### config.mk
export PLATFORM = sky130hd
export DESIGN_NAME = mul_share_arbiter
export DESIGN_NICKNAME = d
export VERILOG_FILES = /design/src/rtl/mul_share_pkg.sv /design/src/rtl/ArrayMultiplier.sv /design/src/rtl/mul_share_arbiter_rr_arbiter.sv /design/src/rtl/mul_share_arbiter.sv
export SDC_FILE = /design/constraint.sdc
export NUM_CORES = 2
export LEC_CHECK = 0
export ABC_AREA = 1
export CAP_MARGIN = 0
export CORE_MARGIN = 2
export CORE_UTILIZATION = 60
export CTS_BUF_LIST = sky130_fd_sc_hd__clkbuf_8
export CTS_CLUSTER_DIAMETER = 100
export DETAILED_ROUTE_END_ITERATION = 7
export PLACE_DENSITY_LB_ADDON = 0.2
export SYNTH_ARGS = -nofsm -noshare
export SYNTH_HDL_FRONTEND = slang
export SYNTH_SLANG_ARGS = --single-unit
### constraint.sdc
create_clock -name clk -period 48.6 [get_ports clk]
set_clock_uncertainty 0.05 [all_clocks]
set_input_delay 7.29 -clock clk [delete_from_list [all_inputs] [get_ports clk]]
set_output_delay 7.29 -clock clk [all_outputs]
set_load 0.05 [all_outputs]
### src/rtl/mul_share_pkg.sv
// ----------------------------------------------------------------------------
// mul_share_pkg
// Shared definitions for the shared-multiplier arbiter slice.
//   idw_of   : width of a requester index for a given requester count.
//   rr_pick  : round-robin scan of a request vector starting at a pointer,
//              returning whether anything was found and the winning index.
// ----------------------------------------------------------------------------
package mul_share_pkg;

    // Upper bound on the requester count the helper function can scan.
    localparam int RR_MAX_REQ = 64;
    localparam int RR_IDX_W   = 6;

    typedef struct packed {
        logic                found;
        logic [RR_IDX_W-1:0] idx;
    } rr_pick_t;

    // Index width for n requesters; never narrower than one bit.
    function automatic int idw_of(input int n);
        return (n <= 2) ? 1 : $clog2(n);
    endfunction

    // Scan valid[ptr], valid[ptr+1], ... wrapping at nreq-1 back to 0 and
    // return the first set position. Only the first nreq bits are considered.
    function automatic rr_pick_t rr_pick(input logic [RR_MAX_REQ-1:0] valid,
                                         input int nreq,
                                         input int ptr);
        rr_pick_t            res;
        int                  k;
        logic [RR_IDX_W-1:0] k_idx;
        res = '0;
        for (int o = 0; o < RR_MAX_REQ; o++) begin
            if (o < nreq) begin
                k = ptr + o;
                if (k >= nreq) begin
                    k = k - nreq;
                end
                k_idx = k[RR_IDX_W-1:0];
                if (!res.found && valid[k_idx]) begin
                    res.found = 1'b1;
                    res.idx   = k_idx;
                end
            end
        end
        return res;
    endfunction

endpackage

### src/rtl/ArrayMultiplier.sv
// ----------------------------------------------------------------------------
// ArrayMultiplier
// Purely combinational unsigned m x n multiplier built as a row-per-bit
// accumulation of shifted partial products.
//   a : multiplicand, m bits
//   x : multiplier,   n bits
//   p : full product, m+n bits (no truncation)
// ----------------------------------------------------------------------------
module ArrayMultiplier #(
    parameter int m = 32,
    parameter int n = 32
) (
    input  logic [m-1:0]   a,
    input  logic [n-1:0]   x,
    output logic [m+n-1:0] p
);

    // Each set bit of x contributes a copy of a shifted into its row.
    always_comb begin
        p = '0;
        for (int i = 0; i < n; i++) begin
            if (x[i]) begin
                p = p + ((m+n)'(a) << i);
            end
        end
    end

endmodule

### src/rtl/mul_share_arbiter_rr_arbiter.sv
// ----------------------------------------------------------------------------
// rr_arbiter
// Combinational round-robin arbiter. The pointer register lives in the
// instantiating module; this block only decides who wins this cycle.
//   req       : per-requester request
//   ptr       : requester with highest priority this cycle
//   enable    : when low, nobody is granted
//   grant     : one-hot grant (or zero)
//   grant_idx : index of the granted requester (0 when none)
//   any_grant : a grant was issued
// ----------------------------------------------------------------------------
module rr_arbiter
    import mul_share_pkg::*;
#(
    parameter  int NREQ = 4,
    localparam int IDW  = idw_of(NREQ)
) (
    input  logic [NREQ-1:0] req,
    input  logic [IDW-1:0]  ptr,
    input  logic            enable,
    output logic [NREQ-1:0] grant,
    output logic [IDW-1:0]  grant_idx,
    output logic            any_grant
);

    logic [RR_MAX_REQ-1:0] req_ext;
    rr_pick_t              pick;

    always_comb begin
        req_ext             = '0;
        req_ext[NREQ-1:0]   = req;
        pick                = rr_pick(req_ext, NREQ, int'(ptr));
        grant               = '0;
        grant_idx           = '0;
        any_grant           = 1'b0;
        if (enable && pick.found) begin
            any_grant        = 1'b1;
            grant_idx        = IDW'(pick.idx);
            grant[grant_idx] = 1'b1;
        end
    end

endmodule

### src/rtl/mul_share_arbiter.sv
// ----------------------------------------------------------------------------
// mul_share_arbiter
// Shares one combinational ArrayMultiplier among NREQ requesters. A
// round-robin arbiter loads the operand stage S1; the multiplier sits between
// S1 and the result stage S2, which drives the single response channel.
//   clk, rst    : clock (rising edge), asynchronous active-high reset
//   req_valid   : per-requester request valid
//   req_ready   : per-requester grant, one-hot or zero
//   req_a/req_x : packed operands, requester i at [i*M +: M] / [i*N +: N]
//   rsp_valid   : result valid
//   rsp_ready   : consumer accepts result
//   rsp_id      : requester that issued the result
//   rsp_product : unsigned a*x, M+N bits
//   busy        : an operation is held in S1 or S2
// ----------------------------------------------------------------------------
module mul_share_arbiter
    import mul_share_pkg::*;
#(
    parameter  int M    = 32,
    parameter  int N    = 32,
    parameter  int NREQ = 4,
    localparam int IDW  = idw_of(NREQ)
) (
    input  logic              clk,
    input  logic              rst,
    input  logic [NREQ-1:0]   req_valid,
    output logic [NREQ-1:0]   req_ready,
    input  logic [NREQ*M-1:0] req_a,
    input  logic [NREQ*N-1:0] req_x,
    output logic              rsp_valid,
    input  logic              rsp_ready,
    output logic [IDW-1:0]    rsp_id,
    output logic [M+N-1:0]    rsp_product,
    output logic              busy
);

    logic             s1_valid;
    logic [M-1:0]     s1_a;
    logic [N-1:0]     s1_x;
    logic [IDW-1:0]   s1_id;
    logic             s2_valid;
    logic [M+N-1:0]   s2_product;
    logic [IDW-1:0]   s2_id;
    logic [IDW-1:0]   rr_ptr;

    logic             s2_free;
    logic             s1_adv;
    logic             s1_free;
    logic             rsp_fire;
    logic [NREQ-1:0]  grant;
    logic [IDW-1:0]   grant_idx;
    logic             any_grant;
    logic [M-1:0]     sel_a;
    logic [N-1:0]     sel_x;
    logic [M+N-1:0]   mul_p;

    assign rsp_fire = s2_valid && rsp_ready;
    assign s2_free  = !s2_valid || rsp_ready;
    assign s1_adv   = s1_valid && s2_free;
    assign s1_free  = !s1_valid || s2_free;

    // Gating with rst keeps req_ready low while reset is held, since the
    // cleared pipeline would otherwise look free.
    rr_arbiter #(.NREQ(NREQ)) u_arb (
        .req       (req_valid),
        .ptr       (rr_ptr),
        .enable    (s1_free && !rst),
        .grant     (grant),
        .grant_idx (grant_idx),
        .any_grant (any_grant)
    );

    assign req_ready = grant;
    assign sel_a     = req_a[grant_idx*M +: M];
    assign sel_x     = req_x[grant_idx*N +: N];

    ArrayMultiplier #(.m(M), .n(N)) u_mul (
        .a (s1_a),
        .x (s1_x),
        .p (mul_p)
    );

    // Priority moves to the requester just after the one that won.
    always_ff @(posedge clk or posedge rst) begin
        if (rst) begin
            rr_ptr <= '0;
        end else if (any_grant) begin
            rr_ptr <= (grant_idx == IDW'(NREQ-1)) ? '0 : grant_idx + 1'b1;
        end
    end

    // S1: a fire refills the stage even when it advances the same cycle.
    always_ff @(posedge clk or posedge rst) begin
        if (rst) begin
            s1_valid <= 1'b0;
            s1_a     <= '0;
            s1_x     <= '0;
            s1_id    <= '0;
        end else if (any_grant) begin
            s1_valid <= 1'b1;
            s1_a     <= sel_a;
            s1_x     <= sel_x;
            s1_id    <= grant_idx;
        end else if (s1_adv) begin
            s1_valid <= 1'b0;
        end
    end

    // S2: loading wins over draining, so a simultaneous drain and load keeps
    // the stage valid with the new result.
    always_ff @(posedge clk or posedge rst) begin
        if (rst) begin
            s2_valid   <= 1'b0;
            s2_product <= '0;
            s2_id      <= '0;
        end else if (s1_adv) begin
            s2_valid   <= 1'b1;
            s2_product <= mul_p;
            s2_id      <= s1_id;
        end else if (rsp_fire) begin
            s2_valid   <= 1'b0;
        end
    end

    assign rsp_valid   = s2_valid;
    assign rsp_id      = s2_id;
    assign rsp_product = s2_product;
    assign busy        = s1_valid || s2_valid;

endmodule

Word-level counts from Yosys, hierarchy flattened
Index checks and enable logic that the tools add are counted.
{"block": "totals", "latchBits": 0, "rom_bits": 0, "out_inout_bits": 72, "memories": 0, "mem_bits_rw": 0, "reg_bits": 136}
{"block": "classes", "order_cmp": 10, "eq_ne": 1, "bitwise_logic": 0, "n_shift": 2, "div": 0, "n_mul": 0, "n_mux": 58, "reduce_logical": 19, "addsub": 39}
{"operator": "$mux W64", "count": 31}
{"operator": "$shiftx A128 B8 Y32", "count": 2}
{"operator": "$ge A32 B4 Y1 const B", "count": 3}
{"operator": "$add A64 B33 Y64", "count": 1}
{"operator": "$add A64 B34 Y64", "count": 1}
{"operator": "$add A64 B35 Y64", "count": 1}
{"operator": "$add A64 B36 Y64", "count": 1}
{"operator": "$add A64 B37 Y64", "count": 1}
{"operator": "$add A64 B38 Y64", "count": 1}
{"operator": "$add A64 B39 Y64", "count": 1}
{"operator": "$add A64 B40 Y64", "count": 1}
{"operator": "$add A64 B41 Y64", "count": 1}
{"operator": "$add A64 B42 Y64", "count": 1}
{"operator": "$add A64 B43 Y64", "count": 1}
{"operator": "$add A64 B44 Y64", "count": 1}
{"operator": "$add A64 B45 Y64", "count": 1}
{"operator": "$add A64 B46 Y64", "count": 1}
{"operator": "$add A64 B47 Y64", "count": 1}
{"operator": "$add A64 B48 Y64", "count": 1}
{"operator": "$add A64 B49 Y64", "count": 1}
{"operator": "$add A64 B50 Y64", "count": 1}
{"operator": "$add A64 B51 Y64", "count": 1}
{"operator": "$add A64 B52 Y64", "count": 1}
{"operator": "$add A64 B53 Y64", "count": 1}
{"operator": "other kinds (32)", "count": 72}

Depth between registers and ports, before layout
{"block": "logic_depth", "depth_word": 63, "ltp_mapped": 286}

By module
From an unflattened synthesis, not the netlist that was laid out.
{"block": "unflattened", "cells_unflattened": 11783, "area_unflattened_um2": 69022.4}
{"mod": "ArrayMultiplier", "cells_per_inst": 10580, "n_inst": 1, "area_each_um2": 61079.8, "seq_area_each_um2": 0.0}
{"mod": "mul_share_arbiter", "cells_per_inst": 1131, "n_inst": 1, "area_each_um2": 7559.8, "seq_area_each_um2": 3403.3}
{"mod": "rr_arbiter", "cells_per_inst": 72, "n_inst": 1, "area_each_um2": 382.9, "seq_area_each_um2": 0.0}

Worst setup path before layout
Ideal clock, no wire load.
{"block": "synth_timing", "kind": "register to register", "from": "register s1_x[0]", "to": "register s2_product[62], in the netlist rsp_product[62]", "slack_ns": 12.295, "synth_period_minus_slack_ns": 36.305, "n_path_buf": 4, "setup_time_ns": 0.125, "stages_incl_launch_ff": 256, "t_arrival_ns": 36.130, "path_cell_list": "dfrtp_1 -> buf_6 -> buf_4 -> clkbuf_1 -> clkbuf_1 -> nand2_1 -> inv_1 -> ha_1 -> a21oi_1 -> nand2_1 -> nand2_2 -> inv_1 -> nand2_1 -> nand2_2 -> a21o_1 -> or2_2 -> nand3_1 -> o21ai_0 -> [... 220 more ...] -> ha_1 -> a21oi_1 -> nand2_1 -> nand3_1 -> nand2_1 -> or2_2 -> nand3_1 -> nand2_1 -> ha_1 -> a21oi_1 -> o21ai_0 -> a21oi_1 -> o21ai_1 -> and2_1 -> o21ai_0 -> a21oi_1 -> o221ai_1 -> nand2_1"}
{"block": "synth_via", "elab_chain_cells": 63}
{"element": "from (decl)", "line": "mul_share_arbiter.sv:39", "source": "logic [N-1:0] s1_x;"}
{"element": "from (signal assigned)", "line": "mul_share_arbiter.sv:102", "source": "s1_x <= sel_x;"}
{"element": "$mux W32 (*)", "line": "ArrayMultiplier.sv:22", "source": "if (x[i]) begin"}
{"element": "$add A64 B33 Y64", "line": "ArrayMultiplier.sv:23", "source": "p = p + ((m+n)'(a) << i);"}
{"element": "$mux W64 (*)", "line": "ArrayMultiplier.sv:22"}
{"element": "$add A64 B34 Y64", "line": "ArrayMultiplier.sv:23"}
{"element": "$mux W64 (*)", "line": "ArrayMultiplier.sv:22"}
{"element": "$add A64 B35 Y64", "line": "ArrayMultiplier.sv:23"}
{"element": "$mux W64 (*)", "line": "ArrayMultiplier.sv:22"}
{"element": "$add A64 B36 Y64", "line": "ArrayMultiplier.sv:23"}
{"element": "[... 47 more ...]"}
{"element": "$add A64 B60 Y64", "line": "ArrayMultiplier.sv:23"}
{"element": "$mux W64 (*)", "line": "ArrayMultiplier.sv:22"}
{"element": "$add A64 B61 Y64", "line": "ArrayMultiplier.sv:23"}
{"element": "$mux W64 (*)", "line": "ArrayMultiplier.sv:22"}
{"element": "$add A64 B62 Y64", "line": "ArrayMultiplier.sv:23"}
{"element": "$mux W64 (*)", "line": "ArrayMultiplier.sv:22"}
{"element": "$add A64 B63 Y64", "line": "ArrayMultiplier.sv:23"}
{"element": "$mux W64 (*)", "line": "ArrayMultiplier.sv:22"}
{"element": "to (signal assigned)", "line": "mul_share_arbiter.sv:118", "source": "s2_product <= mul_p;"}
{"element": "to (decl)", "line": "mul_share_arbiter.sv:42", "source": "logic [M+N-1:0] s2_product;"}
Every way passes the cells marked *; elsewhere a longest branch is shown, timed or not.
A chain may end at the register's enable or synchronous reset.

Final worst setup path
Ends and elaborated chain as after synthesis.

==> impl_metrics.env <==
export IMPL_drt_vias_per_instance=6.17
export IMPL_die_h_um=339
export IMPL_setup_violations=0
export IMPL_path_clk_slew_ps=100
export IMPL_ys_seq_area_share_pct=5.06
export IMPL_crit_fanout=31
export IMPL_synth_cells=11300
export IMPL_grt_pass1_wl_um=413000
export IMPL_grt_max_degree=57
export IMPL_drc=0
export IMPL_worstPathArrival_ps=44510
export IMPL_relSlewSlack_pct=23.1
export IMPL_synth_ff_type="dfrtp_1"
export IMPL_ys_ff_latch=136
export IMPL_finalCritPeriodShare_pct=90.6
export IMPL_rows=122
export IMPL_synth_area_leaders="ha_1, nand2_1, a21oi_1, inv_1, nand3_1"
export IMPL_period_needed_ps=44030
export IMPL_rsz0062_at_grt="false"
export IMPL_max_stage_delay_ps=800
export IMPL_antenna_found_initial=24
export IMPL_critPathBufInv=33
export IMPL_cp_required_ps=49080
export IMPL_cts_tree="yes"
export IMPL_area_delta_synth_final_pct=7.47
export IMPL_async_reset_ff_share_pct=100
export IMPL_yosys_area_top_type="ha_1"
export IMPL_tightest_slew_ps=1150
export IMPL_worstSkewPairLatency_ps=670
export IMPL_hold_viol_final=0
export IMPL_core_um2=111000
export IMPL_nets=12800
export IMPL_synth_edff_count=0
export IMPL_worst_setup_path_end_kind="register"
export IMPL_num_vias=80100
export IMPL_drive_gt1_share_pct=6.85
export IMPL_ios=335
export IMPL_htreeDepth=4
export IMPL_synthTopCellsByCount="nand2_1, inv_1, ha_1"
export IMPL_die_x_um=339
export IMPL_syn_avg_cell_area_um2=5.97
export IMPL_slowest_stage="o21ai_0"
export IMPL_path_common_cell="nand2_1"
export IMPL_drtIter0Drc=7175
export IMPL_cp_start_kind="register"
export IMPL_portBuffers=334
export IMPL_root_buffer="clkbuf_8"
export IMPL_wl_per_cell_um=20.7
export IMPL_synth_area_um2=67200
export IMPL_cts_inserted_buffers=17
export IMPL_post_dp_hpwl_um=216000
export IMPL_wirelength_um=269000
export IMPL_antenna_left=0
export IMPL_grtUsageTotal_pct=45.2
export IMPL_critPathKind="reg -> reg"
export IMPL_hp_class="reg -> reg"
export IMPL_firstDrtPassIters=8
export IMPL_gr_total_overflow=0
export IMPL_place_congestion=1.08
export IMPL_fmax_mhz=22.7
export IMPL_clock_path_buffers=2
export IMPL_cts_sinks=136
export IMPL_first_global_vias=75400
export IMPL_holdWs_ps=441
export IMPL_yosys_warnings=0
export IMPL_report_final_slew_viol_count=0
export IMPL_synth_top_area_share_pct=19.4
export IMPL_synth_most_common_cell="nand2_1"
export IMPL_ys_types=78
export IMPL_syn_nets=12600
export IMPL_crit_family="compound AO/OA/AOI/OAI gates"
export IMPL_outcome="complete, no violations"
export IMPL_start_util_pct=60.6
export IMPL_finalSetupTns_ps=0
export IMPL_die_area_um2=115000
export IMPL_cts_resized=0
export IMPL_cap_viol_max_count=0
export IMPL_post_cts_buffers=0
export IMPL_cts_hold_buf=0
## kinds of logic (layout without fill, tap and decap cells)
group	after synthesis	in the layout	share of synthesized area [%]
other	0	22	0
AOI/OAI and AO/OA	2608	2608	22.8
DFF	136	136	5.06
xor gates and xnor gates	644	644	8.39
and+or+nand+nor	5250	5250	33.8
buffers and inverters	1544	1758	9.67
adders and majority gates	1071	1071	20.3
## worst reg2reg max path, delay by kind of cell, from the launching register on
family | cells | cell delay (ps)
buffers and inverters | 33 | 2410
adder cells (fa/ha/maj) | 35 | 11860
AND/OR/NAND/NOR | 83 | 9690
flip-flops | 1 | 630
XOR/XNOR | 21 | 3140
AO/OA/AOI/OAI | 75 | 16150
## through the flow
stage          utilization (%)  std cells  worst slack, ps  instance area [um^2]
5_1_grt                   65.1      13000              852                 72200
2_1_floorplan                -      11300            12290                 67200
3_3_place_gp              64.7      12900             6150                 71700
3_5_place_dp              64.7      12900             5880                 71700
6_report                  65.2      13000             4570                 72200
4_1_cts                   65.1      13000             5650                 72200
## layer usage
layer / global-route usage, % / vias to the layer above / share of wire (%)
met5: 0 / - / 0.041
met4: 34.9 / 16 / 9.0
met3: 11.0 / 1222 / 11
met2: 72.0 / 4089 / 43
met1: 52.2 / 36500 / 38
li1: - / 38200 / -
## flip-flops by register name (all words and copies together), names as in the netlist
| signal | cells |
|---|---|
| rr_ptr | 2 |
| rsp_id | 2 |
| rsp_product | 64 |
| rsp_valid | 1 |
| s1_a | 32 |
| s1_id | 2 |
| s1_valid | 1 |
| s1_x | 32 |
## placed cells by master, fill, tap and decap left out, types with 16 or more instances in the layout
| cell type | n |
|---|---|
| a211oi_1 | 34 |
| a21boi_0 | 26 |
| a21boi_1 | 36 |
| a21boi_2 | 17 |
| a21o_1 | 43 |
| a21oi_1 | 1024 |
| a21oi_2 | 20 |
| a31oi_1 | 74 |
| and2_1 | 222 |
| buf_4 | 129 |
| clkbuf_8 | 18 |
| clkdlybuf4s50_1 | 334 |
| dfrtp_1 | 104 |
| dfrtp_2 | 32 |
| diode_2 | 22 |
| fa_1 | 31 |
| ha_1 | 1040 |
| inv_1 | 1237 |
| inv_2 | 16 |
| nand2_1 | 2820 |
| nand2_2 | 96 |
| nand3_1 | 926 |
| nand3_2 | 20 |
| nand3b_1 | 33 |
| nand4_1 | 58 |
| nor2_1 | 775 |
| nor3_1 | 70 |
| nor4_1 | 25 |
| o211ai_1 | 27 |
| o21a_1 | 55 |
| o21ai_0 | 639 |
| o21ai_1 | 175 |
| o21ai_2 | 197 |
| o21bai_1 | 62 |
| o22ai_1 | 95 |
| or2_2 | 179 |
| xnor2_1 | 283 |
| xor2_1 | 361 |
## final timing paths
check,startpoint,endpoint,slack (ps),cells past startpoint
setup / recovery,s1_x[0],rsp_product[62],4570,247
hold / removal,rsp_product[58],rsp_product[58],440,2
setup reg to reg,s1_x[0],rsp_product[62],4570,247
hold reg to reg,rsp_product[58],rsp_product[58],440,2
max in group asynchronous,rst,s1_a[20],39940,4
min in group asynchronous,rst,rsp_product[43],6880,2
## area by class of cell
cell class                 count  area, um^2
clock inverter                14         219
inverter                    1263        4750
antenna                       22        55.1
multi-input combinational   9573       57300
fill                       10600       38600
timing repair buffer         463        4310
clock buffer                  18         248
sequential                   136        3440
tap                         1488        1860
Power is left out: the tool's default activity adds up to more than one toggle a clock period on the data nets, which glitch-free logic cannot reach.
